<file path="src/rtl/serial_pkg.sv">
// Shared definitions for the serial loopback self-test: FSM encodings,
// frame constants and the pattern/counter helpers.
package serial_pkg;

   localparam int DATA_BITS = 8;
   localparam int STOP_BITS = 1;
   localparam logic [7:0] LFSR_TAPS = 8'hB8;

   typedef enum logic [2:0] {
      S_IDLE,
      S_SEND,
      S_WAIT_ECHO,
      S_CHECK,
      S_DONE
   } state_t;

   typedef enum logic [1:0] {
      RX_IDLE,
      RX_START,
      RX_DATA,
      RX_STOP
   } rx_state_t;

   function automatic int calc_div(input int clk_freq, input int baud_rate);
      return clk_freq / baud_rate;
   endfunction

   // Galois form of x^8+x^6+x^5+x^4+1, shifting right
   function automatic logic [7:0] lfsr_step(input logic [7:0] v);
      return {1'b0, v[7:1]} ^ (v[0] ? LFSR_TAPS : 8'h00);
   endfunction

   function automatic logic [7:0] next_pattern(input logic [7:0] v, input logic lfsr_mode);
      return lfsr_mode ? lfsr_step(v) : v + 8'd1;
   endfunction

   function automatic logic [7:0] sat_inc(input logic [7:0] v);
      return (v == 8'hFF) ? v : v + 8'd1;
   endfunction

endpackage

</file>
<file path="src/rtl/serial_rx.sv">
// 8N1 receive bit engine on a pre-synchronised line; rejects false starts
// and flags a low stop bit as a framing error.
module serial_rx
   import serial_pkg::*;
#(
   parameter int DIV = 4
) (
   input  logic                 clk,
   input  logic                 rst,
   input  logic                 rx,
   output logic                 valid,
   output logic [DATA_BITS-1:0] data,
   output logic                 frame_err
);

   localparam int CNT_W = $clog2(DIV);

   rx_state_t            st;
   logic                 rx_prev;
   logic [CNT_W-1:0]     cnt;
   logic [2:0]           bit_idx;
   logic [DATA_BITS-1:0] sh;

   always_ff @(posedge clk) begin
      if (rst) begin
         st        <= RX_IDLE;
         rx_prev   <= 1'b1;
         cnt       <= '0;
         bit_idx   <= '0;
         sh        <= '0;
         valid     <= 1'b0;
         data      <= '0;
         frame_err <= 1'b0;
      end else begin
         rx_prev <= rx;
         valid   <= 1'b0;
         case (st)
            RX_IDLE: begin
               if (rx_prev && !rx) begin
                  st  <= RX_START;
                  cnt <= CNT_W'(DIV / 2 - 1);
               end
            end
            RX_START: begin
               if (cnt != '0) begin
                  cnt <= cnt - 1'b1;
               end else if (rx) begin
                  st <= RX_IDLE;
               end else begin
                  st      <= RX_DATA;
                  cnt     <= CNT_W'(DIV - 1);
                  bit_idx <= '0;
               end
            end
            RX_DATA: begin
               if (cnt != '0) begin
                  cnt <= cnt - 1'b1;
               end else begin
                  sh      <= {rx, sh[DATA_BITS-1:1]};
                  cnt     <= CNT_W'(DIV - 1);
                  bit_idx <= bit_idx + 3'd1;
                  if (bit_idx == 3'(DATA_BITS - 1))
                     st <= RX_STOP;
               end
            end
            RX_STOP: begin
               if (cnt != '0) begin
                  cnt <= cnt - 1'b1;
               end else begin
                  valid     <= 1'b1;
                  data      <= sh;
                  frame_err <= !rx;
                  st        <= RX_IDLE;
               end
            end
            default: st <= RX_IDLE;
         endcase
      end
   end

endmodule

</file>
<file path="src/rtl/serial_tx.sv">
// 8N1 transmit bit engine; one frame per start pulse, DIV clocks per bit.
module serial_tx
   import serial_pkg::*;
#(
   parameter int DIV = 4
) (
   input  logic                 clk,
   input  logic                 rst,
   input  logic                 start,
   input  logic [DATA_BITS-1:0] data,
   output logic                 tx,
   output logic                 busy
);

   localparam int CNT_W = $clog2(DIV);
   localparam int NSH   = DATA_BITS + STOP_BITS;

   logic [CNT_W-1:0] cnt;
   logic [NSH-1:0]   sh;
   logic [3:0]       left;

   always_ff @(posedge clk) begin
      if (rst) begin
         tx   <= 1'b1;
         busy <= 1'b0;
         cnt  <= '0;
         sh   <= '1;
         left <= '0;
      end else if (!busy) begin
         if (start) begin
            tx   <= 1'b0;
            busy <= 1'b1;
            sh   <= {{STOP_BITS{1'b1}}, data};
            cnt  <= CNT_W'(DIV - 1);
            left <= 4'(NSH);
         end
      end else if (cnt != '0) begin
         cnt <= cnt - 1'b1;
      end else if (left == 4'd0) begin
         busy <= 1'b0;
         tx   <= 1'b1;
      end else begin
         // data bits then stop bit(s), shifting ones in behind
         tx   <= sh[0];
         sh   <= {1'b1, sh[NSH-1:1]};
         left <= left - 4'd1;
         cnt  <= CNT_W'(DIV - 1);
      end
   end

endmodule

</file>
<file path="src/rtl/serial_selftest.sv">
// Serial loopback self-test: sends a burst of pattern bytes, checks each echo,
// and reports pass/fail with a saturating error count.
//
//   state       | meaning
//   S_IDLE      | waiting for a rising edge on i_run
//   S_SEND      | hand the current pattern byte to the TX engine once it is free
//   S_WAIT_ECHO | waiting for the echoed byte or the per-byte timeout
//   S_CHECK     | compare the received byte, then advance or finish
//   S_DONE      | burst finished, results held; i_run edge restarts
module serial_selftest
   import serial_pkg::*;
#(
   parameter int         CLK_FREQ     = 48_000_000,
   parameter int         BAUD_RATE    = 115_200,
   parameter int         N_BYTES      = 16,
   parameter logic [7:0] SEED         = 8'h01,
   parameter int         TIMEOUT_BITS = 20
) (
   input  logic       i_clk,
   input  logic       i_rst,
   input  logic       i_run,
   input  logic       i_mode,
   input  logic       i_rx,
   output logic       o_tx,
   output logic       o_running,
   output logic       o_done,
   output logic       o_status,
   output logic [7:0] o_err_cnt
);

   localparam int         DIV      = calc_div(CLK_FREQ, BAUD_RATE);
   localparam int         TMO_LOAD = TIMEOUT_BITS * DIV;
   localparam int         TMO_W    = $clog2(TMO_LOAD + 1);
   localparam logic [7:0] LAST_IDX = 8'(N_BYTES - 1);

   state_t           state;
   logic             mode_q;
   logic             run_prev;
   logic [7:0]       pattern;
   logic [7:0]       idx;
   logic [TMO_W-1:0] tmo_cnt;
   logic [7:0]       rx_byte_q;
   logic             rx_ferr_q;
   logic [1:0]       rx_sync;
   logic             tx_start;
   logic [7:0]       tx_data;
   logic             tx_busy;
   logic             rx_valid;
   logic [7:0]       rx_data;
   logic             rx_ferr;
   logic             finish_byte;
   logic             byte_bad;

   serial_tx #(.DIV(DIV)) u_tx (
      .clk   (i_clk),
      .rst   (i_rst),
      .start (tx_start),
      .data  (tx_data),
      .tx    (o_tx),
      .busy  (tx_busy)
   );

   serial_rx #(.DIV(DIV)) u_rx (
      .clk       (i_clk),
      .rst       (i_rst),
      .rx        (rx_sync[1]),
      .valid     (rx_valid),
      .data      (rx_data),
      .frame_err (rx_ferr)
   );

   always_ff @(posedge i_clk) begin
      if (i_rst)
         rx_sync <= 2'b11;
      else
         rx_sync <= {rx_sync[0], i_rx};
   end

   // A byte is closed either by its check or by a timeout with no echo that cycle
   always_comb begin
      finish_byte = 1'b0;
      byte_bad    = 1'b1;
      if (state == S_CHECK) begin
         finish_byte = 1'b1;
         byte_bad    = (rx_byte_q != pattern) || rx_ferr_q;
      end else if (state == S_WAIT_ECHO && !rx_valid && tmo_cnt == '0) begin
         finish_byte = 1'b1;
      end
   end

   always_ff @(posedge i_clk) begin
      if (i_rst) begin
         state     <= S_IDLE;
         mode_q    <= 1'b0;
         run_prev  <= 1'b1;
         pattern   <= SEED;
         idx       <= '0;
         tmo_cnt   <= '0;
         rx_byte_q <= '0;
         rx_ferr_q <= 1'b0;
         tx_start  <= 1'b0;
         tx_data   <= '0;
         o_running <= 1'b0;
         o_done    <= 1'b0;
         o_status  <= 1'b0;
         o_err_cnt <= '0;
      end else begin
         run_prev <= i_run;
         tx_start <= 1'b0;
         case (state)
            S_IDLE, S_DONE: begin
               if (i_run && !run_prev) begin
                  mode_q    <= i_mode;
                  pattern   <= SEED;
                  idx       <= '0;
                  o_err_cnt <= '0;
                  o_done    <= 1'b0;
                  o_status  <= 1'b0;
                  o_running <= 1'b1;
                  state     <= S_SEND;
               end
            end
            S_SEND: begin
               if (!tx_busy) begin
                  tx_start <= 1'b1;
                  tx_data  <= pattern;
                  tmo_cnt  <= TMO_W'(TMO_LOAD);
                  state    <= S_WAIT_ECHO;
               end
            end
            S_WAIT_ECHO: begin
               if (rx_valid) begin
                  rx_byte_q <= rx_data;
                  rx_ferr_q <= rx_ferr;
                  state     <= S_CHECK;
               end else if (tmo_cnt != '0) begin
                  tmo_cnt <= tmo_cnt - 1'b1;
               end
            end
            default: ;
         endcase

         if (finish_byte) begin
            if (byte_bad)
               o_err_cnt <= sat_inc(o_err_cnt);
            pattern <= next_pattern(pattern, mode_q);
            idx     <= idx + 8'd1;
            if (idx == LAST_IDX) begin
               state     <= S_DONE;
               o_running <= 1'b0;
               o_done    <= 1'b1;
               o_status  <= (o_err_cnt == 8'd0) && !byte_bad;
            end else begin
               state <= S_SEND;
            end
         end
      end
   end

endmodule

</file>
<file path="config.mk">
export PLATFORM = sky130hd
export DESIGN_NAME = serial_selftest
export DESIGN_NICKNAME = d
export VERILOG_FILES = /design/src/rtl/serial_pkg.sv /design/src/rtl/serial_rx.sv /design/src/rtl/serial_tx.sv /design/src/rtl/serial_selftest.sv
export SDC_FILE = /design/constraint.sdc
export NUM_CORES = 1
export LEC_CHECK = 0
export ABC_AREA = 1
export BUFFER_PORTS_ARGS = -buffer_cell sky130_fd_sc_hd__buf_2
export CORE_UTILIZATION = 45
export DETAILED_ROUTE_END_ITERATION = 12
export MAX_ROUTING_LAYER = met4
export PLACE_DENSITY = 0.59
export RECOVER_POWER = 100
export SLEW_MARGIN = 20
export SYNTH_ARGS = -nofsm -noshare
export SYNTH_HDL_FRONTEND = slang
export SYNTH_SLANG_ARGS = --single-unit
</file>
<file path="constraint.sdc">
create_clock -name i_clk -period 3.73 [get_ports i_clk]
set_input_delay 0.5595 -clock i_clk [delete_from_list [all_inputs] [get_ports i_clk]]
set_output_delay 0.5595 -clock i_clk [all_outputs]
set_load 0.02 [all_outputs]
</file>
# Word level (Yosys, flattened, before mapping)
# Cells that the tools add are included.
# Widths: inputs -> output; s select.
# totals
romBits,0
memories,0
ram_bits,0
in_bits,5
latchBits,0
reg_bits,123
# op_classes
order_cmp,0
n_mul,0
bitwise,5
add_sub_neg,8
eq_ne,29
shifts,0
reduce_logical,41
div,0
n_mux,77
# ops
cell,count
$mux 9,13
$mux 8,13
$mux 14,3
$pmux 9 s4,1
$pmux 14 s2,1
$mux 1,25
$add 8x1->8 const B,3
$mux 3,8
$reduce_bool 9->1,2
$sub 9x1->9 const B,2
$mux 4,4
$ne 2x2->1 const B,8
$reduce_and 2->1,8
$logic_not 14->1,1
$reduce_bool 14->1,1
$sub 14x1->14 const B,1
$mux 2,6
$ne 3x3->1 const B,4
$reduce_and 4->1,3
$reduce_bool 2->1,5
$pmux 3 s3,1
$eq 8x4->1 const B,1
$eq 8x8->1 const B,1
$logic_not 8->1,1
24 further kinds,44

# Depth between registers and ports, before layout
# Gate-level depths: netlist (run 1).
# depth
depth_word,7
mapped_depth,14
depth_no_buf,13

# Hierarchy
# A second synthesis (run 1) with hierarchy kept.
# hier_totals
hier_cells,885
hier_area_um2,6274.8
# modules_own_cells
module,seq_area_each_um2,cells_per_inst,area_per_inst_um2,instances
serial_selftest,1321.3,482,3360.7,1
serial_rx,660.6,221,1657.8,1
serial_tx,460.4,182,1256.2,1

# Worst setup path before layout (run 1)
# No wires, ideal clock.
# synth_path
kind,reg2reg
startpoint,register o_err_cnt[1]
endpoint,register o_err_cnt[1]
path_stages_with_launch,10
path_slack_ns,2.088
path_buffers,0
arrival_time_ns,1.575
period_less_slack_ns,1.642
setup_time_ns,0.067
path_cell_list,dfxtp_1 > ha_1 > nand3_1 > nor2_1 > nand2_1 > nor2_1 > nand4_2 > nand2_2 > nand2_1 > a21oi_2
# synth_between
elab_chain_len,4
# synth_rtl
element,line_no,rtl
start: declaration,serial_selftest.sv:28,output logic [7:0] o_err_cnt
start signal: assignment,serial_selftest.sv:145,o_err_cnt <= sat_inc(o_err_cnt);
$add 8x1->8 / $mux 8 (equally long branches),"serial_pkg.sv:38, serial_selftest.sv:112",
$mux 8 (on tied branches),"serial_pkg.sv:38, serial_selftest.sv:110",
$mux 8,serial_selftest.sv:144,if (byte_bad)
$mux 8,serial_selftest.sv:143,if (finish_byte) begin
# Parallel ways exist; a longest one is shown, timed or not. The select of a mux whose other input is x is not followed.
# A chain may end at the register's enable or synchronous reset.

# Final worst setup path (run 1)
# layout_path
startpoint,register state[2]
endpoint,register tmo_cnt[12]
# layout_between
elab_chain_len,3
# layout_rtl
element,line_no,rtl
start: declaration,serial_selftest.sv:36,state_t state;
start signal: assignment,serial_selftest.sv:93,state <= S_IDLE;
start signal: assignment,serial_selftest.sv:120,state <= S_SEND;
start signal: assignment,serial_selftest.sv:128,state <= S_WAIT_ECHO;
$eq 3x1->1 / $eq 3x2->1 (equally long branches),serial_selftest.sv:110,case (state)
"$ne 2x2->1 (no line), or another cell as far along",n/a,
$reduce_and 4->1 (no line),n/a,
end signal: assignment,serial_selftest.sv:127,tmo_cnt <= TMO_W'(TMO_LOAD);
end signal: assignment,serial_selftest.sv:137,tmo_cnt <= tmo_cnt - 1'b1;
end: declaration,serial_selftest.sv:41,logic [TMO_W-1:0] tmo_cnt;
# Parallel ways exist; a longest one is shown, timed or not.

==> results of run 1 <==
[through the flow]
step                      total power [mW]   util
after floorplan                       3.40      -
after global placement                3.69  0.474
after detailed placement              3.73  0.474
after CTS                             5.47  0.521
after global routing                  5.76  0.514
final                                 5.34  0.514
[Yosys cell counts (11+ instances only)]
cell	n
sky130_fd_sc_hd__nor2_1	84
sky130_fd_sc_hd__nand3_1	57
sky130_fd_sc_hd__a21oi_1	87
sky130_fd_sc_hd__clkbuf_1	17
sky130_fd_sc_hd__xor2_1	11
sky130_fd_sc_hd__ha_1	16
sky130_fd_sc_hd__nand2_1	207
sky130_fd_sc_hd__dfxtp_1	122
sky130_fd_sc_hd__inv_2	15
sky130_fd_sc_hd__o21ai_0	57
sky130_fd_sc_hd__o21ai_1	13
sky130_fd_sc_hd__inv_1	76
[logic make-up (layout without fill, tap and decap cells)]
group	count (synthesis)	count (layout)	synth area share
simple gates	408	408	0.296
buf+inv	122	142	0.0825
compound gates	186	186	0.166
flops	122	122	0.400
fa+ha+maj	16	16	0.0327
xor+xnor	16	16	0.0229
[metal layers]
metal | up-vias | part of all wire | wire (um)
met2 | 95 | 0.48 | 6430
met4 | 0 | 0.013 | 180
met5 | - | 0 | 0
met3 | 19 | 0.037 | 496
li1 | 2850 | - | -
met1 | 2466 | 0.47 | 6360
[cell type report]
class / instances / area [um^2] / area share
Clock buffer: 21 / 480 / 0.0706
Multi-Input combinational cell: 626 / 3100 / 0.455
Clock inverter: 11 / 143 / 0.0210
Timing Repair Buffer: 18 / 78.8 / 0.0116
Inverter: 92 / 348 / 0.0511
Tap cell: 176 / 220 / 0.0323
Sequential cell: 122 / 2440 / 0.359
[worst paths after layout]
path | from | to | slack, ns
worst max-delay path | state[2]$_SDFFE_PP0P_ | tmo_cnt[12]$_SDFFE_PP0P_ | 1.15
worst min-delay path | i_rx | rx_sync[0]$_SDFF_PP1_ | 0.34
worst max register to register | state[2]$_SDFFE_PP0P_ | tmo_cnt[12]$_SDFFE_PP0P_ | 1.15
worst min register to register | rx_sync[0]$_SDFF_PP1_ | rx_sync[1]$_SDFF_PP1_ | 0.43
[power groups by stage]
stage | logic (mW) | registers, mW | clock network [mW]
final | 1.87 | 1.75 | 1.71
after global routing | 2.15 | 1.79 | 1.82
after CTS | 1.97 | 1.75 | 1.75
after detailed placement | 1.95 | 1.77 | 0
after global placement | 1.92 | 1.77 | 0
after floorplan | 1.68 | 1.72 | 0
[worst max-delay path: stages (launching register included)]
cell and delay [ns]:
sky130_fd_sc_hd__dfxtp_1 0.34, sky130_fd_sc_hd__nor2_1 0.19, sky130_fd_sc_hd__nand2_4 0.12, sky130_fd_sc_hd__inv_1 0.23, sky130_fd_sc_hd__nand2_1 0.36, sky130_fd_sc_hd__nand2_1 0.23
sky130_fd_sc_hd__nor2_4 0.04, sky130_fd_sc_hd__nand2_1 0.34, sky130_fd_sc_hd__inv_1 0.30, sky130_fd_sc_hd__nand4_1 0.17, sky130_fd_sc_hd__nand2_1 0.06, sky130_fd_sc_hd__nand2_1 0.05
sky130_fd_sc_hd__nor2_1 0.05
==> run summary, run 1 <==
asr flop ratio synth - 0
count of hold buffers inserted by post-cts repair - 0
Sw Ratio - 0.386
Peak supply drop - 0.427 mV
first-pass iteration count of the detailed router - 6
net switching component of the power - 2.06 mW
maximum fanout along the worst path - 15
Leak Pwr - 2.81 nW
number of standard cells in the layout, taps in and fillers out - 1,066
unrepaired setup endpoints after global routing - false
number of buffers added on ports - 16
global-route wire length before repair - 22,800 um
total congestion overflow after global routing - 0
post-synthesis sequential area ratio - 0.400
sink count of the clock tree - 122
number of endpoints failing setup at the final stage - 0
part of the total power dissipated in sequential elements - 0.328
routability-driven placement congestion ratio - 0.893
post-CTS setup buffer count - 0
count of mapped cells out of synthesis - 870
worst r2r path cells - 12
relative slew slack - 0.0935
setup ws final - 1.15 ns
number of hold violations in the final report - 0
CP Class - reg2reg
# DRC - 0
post-synth net total - 891
internal power - 3.28 mW
Die H - 119 um
grt met2 use - 0.332
Top reg by flops - tmo_cnt
Cell Pwr Density - 784 mW/mm^2
boundary pin count - 17
kind of end point of the critical path - flop
die width - 119 um
placeable core region - 0.0132 mm^2
max-slew violations - 0
GRT Max-Usage Layer - met2
transition time of the tightest slew-check pin - 1.36 ns
area added between synthesis and finish - 11.4%
status - complete, no violations
final antenna-violating net count - 0
clock tree from TritonCTS - yes
crit path launch type - flop
max-cap violation count - 0
part of the total power dissipated in combinational logic - 0.351
area of the mapped netlist - 0.00611 mm^2
synthesis warning total - 0
count of different cell masters after synthesis - 43
flip-flop count of the largest register after layout - 14
# nets final - 898
number of gates resized after CTS - 0
initial cell density of the core - 0.462
Max Buffers Root-to-Sink - 2
H-Tree Depth - 4
Avg Synthesized Cell Area - 7.03 um^2
Total Negative Setup Slacks - 0 ns
share of cells above drive strength 1 - 0.0865
Hold Path Cell Cnt - 2
total die area - 0.0141 mm^2
pre-CTS setup slack - 1.64 ns
antenna violations before repair - 0
detailed-route wire length per cell - 12.6 um
predominant post-synthesis flop cell - sky130_fd_sc_hd__dfxtp_1
clock-pin slew on the worst setup and hold paths - 0.05 ns
insertion delay of the later-clocked pin in the worst-skew pair - 0.42 ns
Tmin final - 2.58 ns
Fin Hold WS - 0.336 ns
maximum number of pins on one net before global-route repair - 45
number of violations reported at the end of detailed-routing iteration 0 - 327
number of global-route vias before repair - 5,001
Filler Cells Inserted - 1,366
final wirelength - 13,500 um
Crit path arrival time - 2.89 ns
DP Cell Count - 1,034
met1 global-route usage - 0.251
Via density - 5.09
biggest registers after layout - tmo_cnt x14, u_rx.cnt x9, u_tx.cnt x9
number of synthesized register bits - 122
Clock Skew - 0.00656 ns
total vias in the final route - 5,430
clock root cell - sky130_fd_sc_hd__clkbuf_16
top post-synthesis cells by area - sky130_fd_sc_hd__dfxtp_1, sky130_fd_sc_hd__nand2_1, sky130_fd_sc_hd__a21oi_1, sky130_fd_sc_hd__nor2_1, sky130_fd_sc_hd__nand3_1
area share of the leading cell type in the synthesized netlist - 0.400
post-route fraction of the period consumed by the critical path - 0.692
total number of placement rows - 42
worst hold path class - in2reg
most common library cell in the layout ignoring fill and taps - sky130_fd_sc_hd__nand2_1
final instance area - 0.00681 mm^2
total CTS buffers - 17
Worst EP required - 4.04 ns
Antenna Cells - 0
clock group share of total power - 0.320
half-perimeter wire length of the detailed placement result - 9370 um
cell area after placement - 0.00627 mm^2
aggregate global-route resource usage - 0.208
EDFF count, synth - 0
largest area contributor in the synthesized netlist - sky130_fd_sc_hd__dfxtp_1
met3 Usage GRT - 0.0594
highest-count cells in the layout ignoring fill and taps - sky130_fd_sc_hd__nand2_1, sky130_fd_sc_hd__dfxtp_1, sky130_fd_sc_hd__nor2_1, sky130_fd_sc_hd__a21oi_1, sky130_fd_sc_hd__inv_1
highest clock frequency the design can meet - 387 MHz
(Power assumes the default switching activity.)
==> run 2: changes to the inputs <==
--- a/config.mk
+++ b/config.mk
@@ -10,7 +10,7 @@
 export CORE_UTILIZATION = 45
 export DETAILED_ROUTE_END_ITERATION = 12
 export MAX_ROUTING_LAYER = met4
-export PLACE_DENSITY = 0.59
+export PLACE_DENSITY = 0.61
 export RECOVER_POWER = 100
 export SLEW_MARGIN = 20
 export SYNTH_ARGS = -nofsm -noshare
==> constraint.sdc (replaced) <==
create_clock -name i_clk -period 2.2 [get_ports i_clk]
set_input_delay 0.33 -clock i_clk [delete_from_list [all_inputs] [get_ports i_clk]]
set_output_delay 0.33 -clock i_clk [all_outputs]
set_load 0.02 [all_outputs]
==> run 2 against run 1 <==
Clock skew increased by 0.00099 ns. Flip-flop and latch count unchanged. Non-clock buffer count increased by 3. Sequential share of layout area about the same. Combinational power increased by 75%. Critical endpoint is now u_rx.cnt[4]$_SDFFE_PP0P_. Worst setup slack got worse by 0.95 ns. Global-route usage decreased by 0.20 points. Via count increased by 0.35%. Hold slack got worse by 0.23 ns. Cell area increased by 0.11%. Largest cell class unchanged.
==> run summary, run 2 (synthesis gave the netlist of run 1 again) <==
status - complete, no violations
Leak Pwr - 2.84 nW
DP Cell Count - 1,037
Tmin final - 2.00 ns
clock-pin slew on the worst setup and hold paths - 0.05 ns
relative slew slack - 0.203
placeable core region - 0.0132 mm^2
insertion delay of the later-clocked pin in the worst-skew pair - 0.41 ns
number of violations reported at the end of detailed-routing iteration 0 - 361
die width - 119 um
detailed-route wire length per cell - 12.5 um
most common library cell in the layout ignoring fill and taps - sky130_fd_sc_hd__nand2_1
# nets final - 901
number of hold violations in the final report - 0
boundary pin count - 17
Crit path arrival time - 2.32 ns
final instance area - 0.00682 mm^2
antenna violations before repair - 0
area added between synthesis and finish - 11.5%
number of endpoints failing setup at the final stage - 0
destination of the worst hold path - rx_sync[0]$_SDFF_PP1_
worst hold path class - in2reg
Worst EP required - 2.52 ns
Hold Path Cell Cnt - 2
number of standard cells in the layout, taps in and fillers out - 1,069
pre-CTS setup slack - 0.287 ns
worst hold path startpoint - i_rx
count of hold buffers inserted by post-cts repair - 0
unrepaired setup endpoints after global routing - false
# DRC - 0
Total Negative Setup Slacks - 0 ns
max-cap violation count - 0
number of buffers added on ports - 16
CP Class - reg2reg
routability-driven placement congestion ratio - 0.866
flip-flop count of the largest register after layout - 14
max-slew violations - 0
transition time of the tightest slew-check pin - 1.20 ns
Via density - 5.10
global-route wire length before repair - 23,000 um
Peak supply drop - 0.612 mV
Top reg by flops - tmo_cnt
half-perimeter wire length of the detailed placement result - 9040 um
biggest registers after layout - tmo_cnt x14, u_rx.cnt x9, u_tx.cnt x9
Max Buffers Root-to-Sink - 2
Fin Hold WS - 0.104 ns
maximum number of pins on one net before global-route repair - 55
post-CTS setup buffer count - 0
share of cells above drive strength 1 - 0.0918
kind of end point of the critical path - flop
total number of placement rows - 42
Clock Skew - 0.00755 ns
R2R Setup Slk - 0.20 ns
first-pass iteration count of the detailed router - 5
R2R Path End - u_rx.cnt[4]$_SDFFE_PP0P_
Overall Power - 8.94 mW
highest-count cells in the layout ignoring fill and taps - sky130_fd_sc_hd__nand2_1, sky130_fd_sc_hd__dfxtp_1, sky130_fd_sc_hd__nor2_1, sky130_fd_sc_hd__a21oi_1, sky130_fd_sc_hd__inv_1
Die H - 119 um
total vias in the final route - 5,449
cell area after placement - 0.00631 mm^2
maximum fanout along the worst path - 9
final antenna-violating net count - 0
clock root cell - sky130_fd_sc_hd__clkbuf_16
clock tree from TritonCTS - yes
H-Tree Depth - 4
number of gates resized after CTS - 0
Finished Core Util - 0.515
total congestion overflow after global routing - 0
crit path launch type - flop
highest clock frequency the design can meet - 500 MHz
aggregate global-route resource usage - 0.206
sink count of the clock tree - 122
total CTS buffers - 17
total die area - 0.0141 mm^2
worst r2r path cells - 12
setup ws final - 0.199 ns
Cell Pwr Density - 1310 mW/mm^2
final wirelength - 13,300 um
Antenna Cells - 0
post-route fraction of the period consumed by the critical path - 0.909
number of global-route vias before repair - 5,069
initial cell density of the core - 0.462
RR Startpoint - u_rx.cnt[0]$_SDFFE_PP0P_
## run 2: cell count changes in the layout (fill, tap and decap cells not counted), sizes merged
| cell | delta |
|---|---|
| buf | +1 |
| bufinv | -1 |
| clkbuf | +5 |
| clkinv | +3 |
| clkinvlp | -4 |
| inv | -1 |
## run 2: power breakdown
group / switching [mW] / leakage, nW / total [mW] / internal [mW]
logic: 2.19 / 1.56 / 3.28 / 1.09
registers: 0.338 / 0.991 / 2.95 / 2.61
clock network: 0.963 / 0.284 / 2.71 / 1.75
total: 3.49 / 2.84 / 8.94 / 5.45
## run 2: routing by layer
layer | GRT usage | share of wire
met5 | - | 0
met4 | 0.0815 | 0.013
met3 | 0.0512 | 0.039
met2 | 0.319 | 0.46
met1 | 0.258 | 0.49
## run 2: final cells by class
type                            count  area, um^2
Fill cell                        1319        6430
Multi-Input combinational cell    626        3140
Sequential cell                   122        2440
Clock buffer                       24         482
Inverter                           92         348
Tap cell                          176         220
Timing Repair Buffer               21        93.8
Clock inverter                      8        92.6
## run 2: how the worst max path moves through the flow
| stage | slack [ns] | depth (start not counted) | startpoint | to |
|---|---|---|---|---|
| after global placement | 0.36 | 13 | u_tx.cnt[0]$_SDFFE_PP0P_ | u_tx.cnt[5]$_SDFFE_PP0P_ |
| after floorplan | 0.56 | 9 | o_err_cnt[1]$_SDFFE_PP0P_ | o_err_cnt[1]$_SDFFE_PP0P_ |
| after CTS | 0.27 | 13 | u_tx.cnt[0]$_SDFFE_PP0P_ | u_tx.cnt[5]$_SDFFE_PP0P_ |
| after detailed placement | 0.29 | 13 | u_tx.cnt[0]$_SDFFE_PP0P_ | u_tx.cnt[5]$_SDFFE_PP0P_ |
| final | 0.20 | 12 | u_rx.cnt[0]$_SDFFE_PP0P_ | u_rx.cnt[4]$_SDFFE_PP0P_ |
| after global routing | 0.02 | 13 | u_tx.cnt[0]$_SDFFE_PP0P_ | u_tx.left[0]$_SDFFE_PP0P_ |
## run 2: critical path, stage by stage, from the launching register on
cell,delay [ns]
sky130_fd_sc_hd__dfxtp_1,0.32
sky130_fd_sc_hd__inv_1,0.10
sky130_fd_sc_hd__ha_1,0.21
sky130_fd_sc_hd__nand2_1,0.10
sky130_fd_sc_hd__nor2_4,0.13
sky130_fd_sc_hd__nand2_1,0.11
sky130_fd_sc_hd__nor2_4,0.21
sky130_fd_sc_hd__o21ai_2,0.09
sky130_fd_sc_hd__nand2_1,0.20
sky130_fd_sc_hd__inv_1,0.16
sky130_fd_sc_hd__o21ai_1,0.11
sky130_fd_sc_hd__nand2_1,0.06
sky130_fd_sc_hd__a21oi_1,0.11
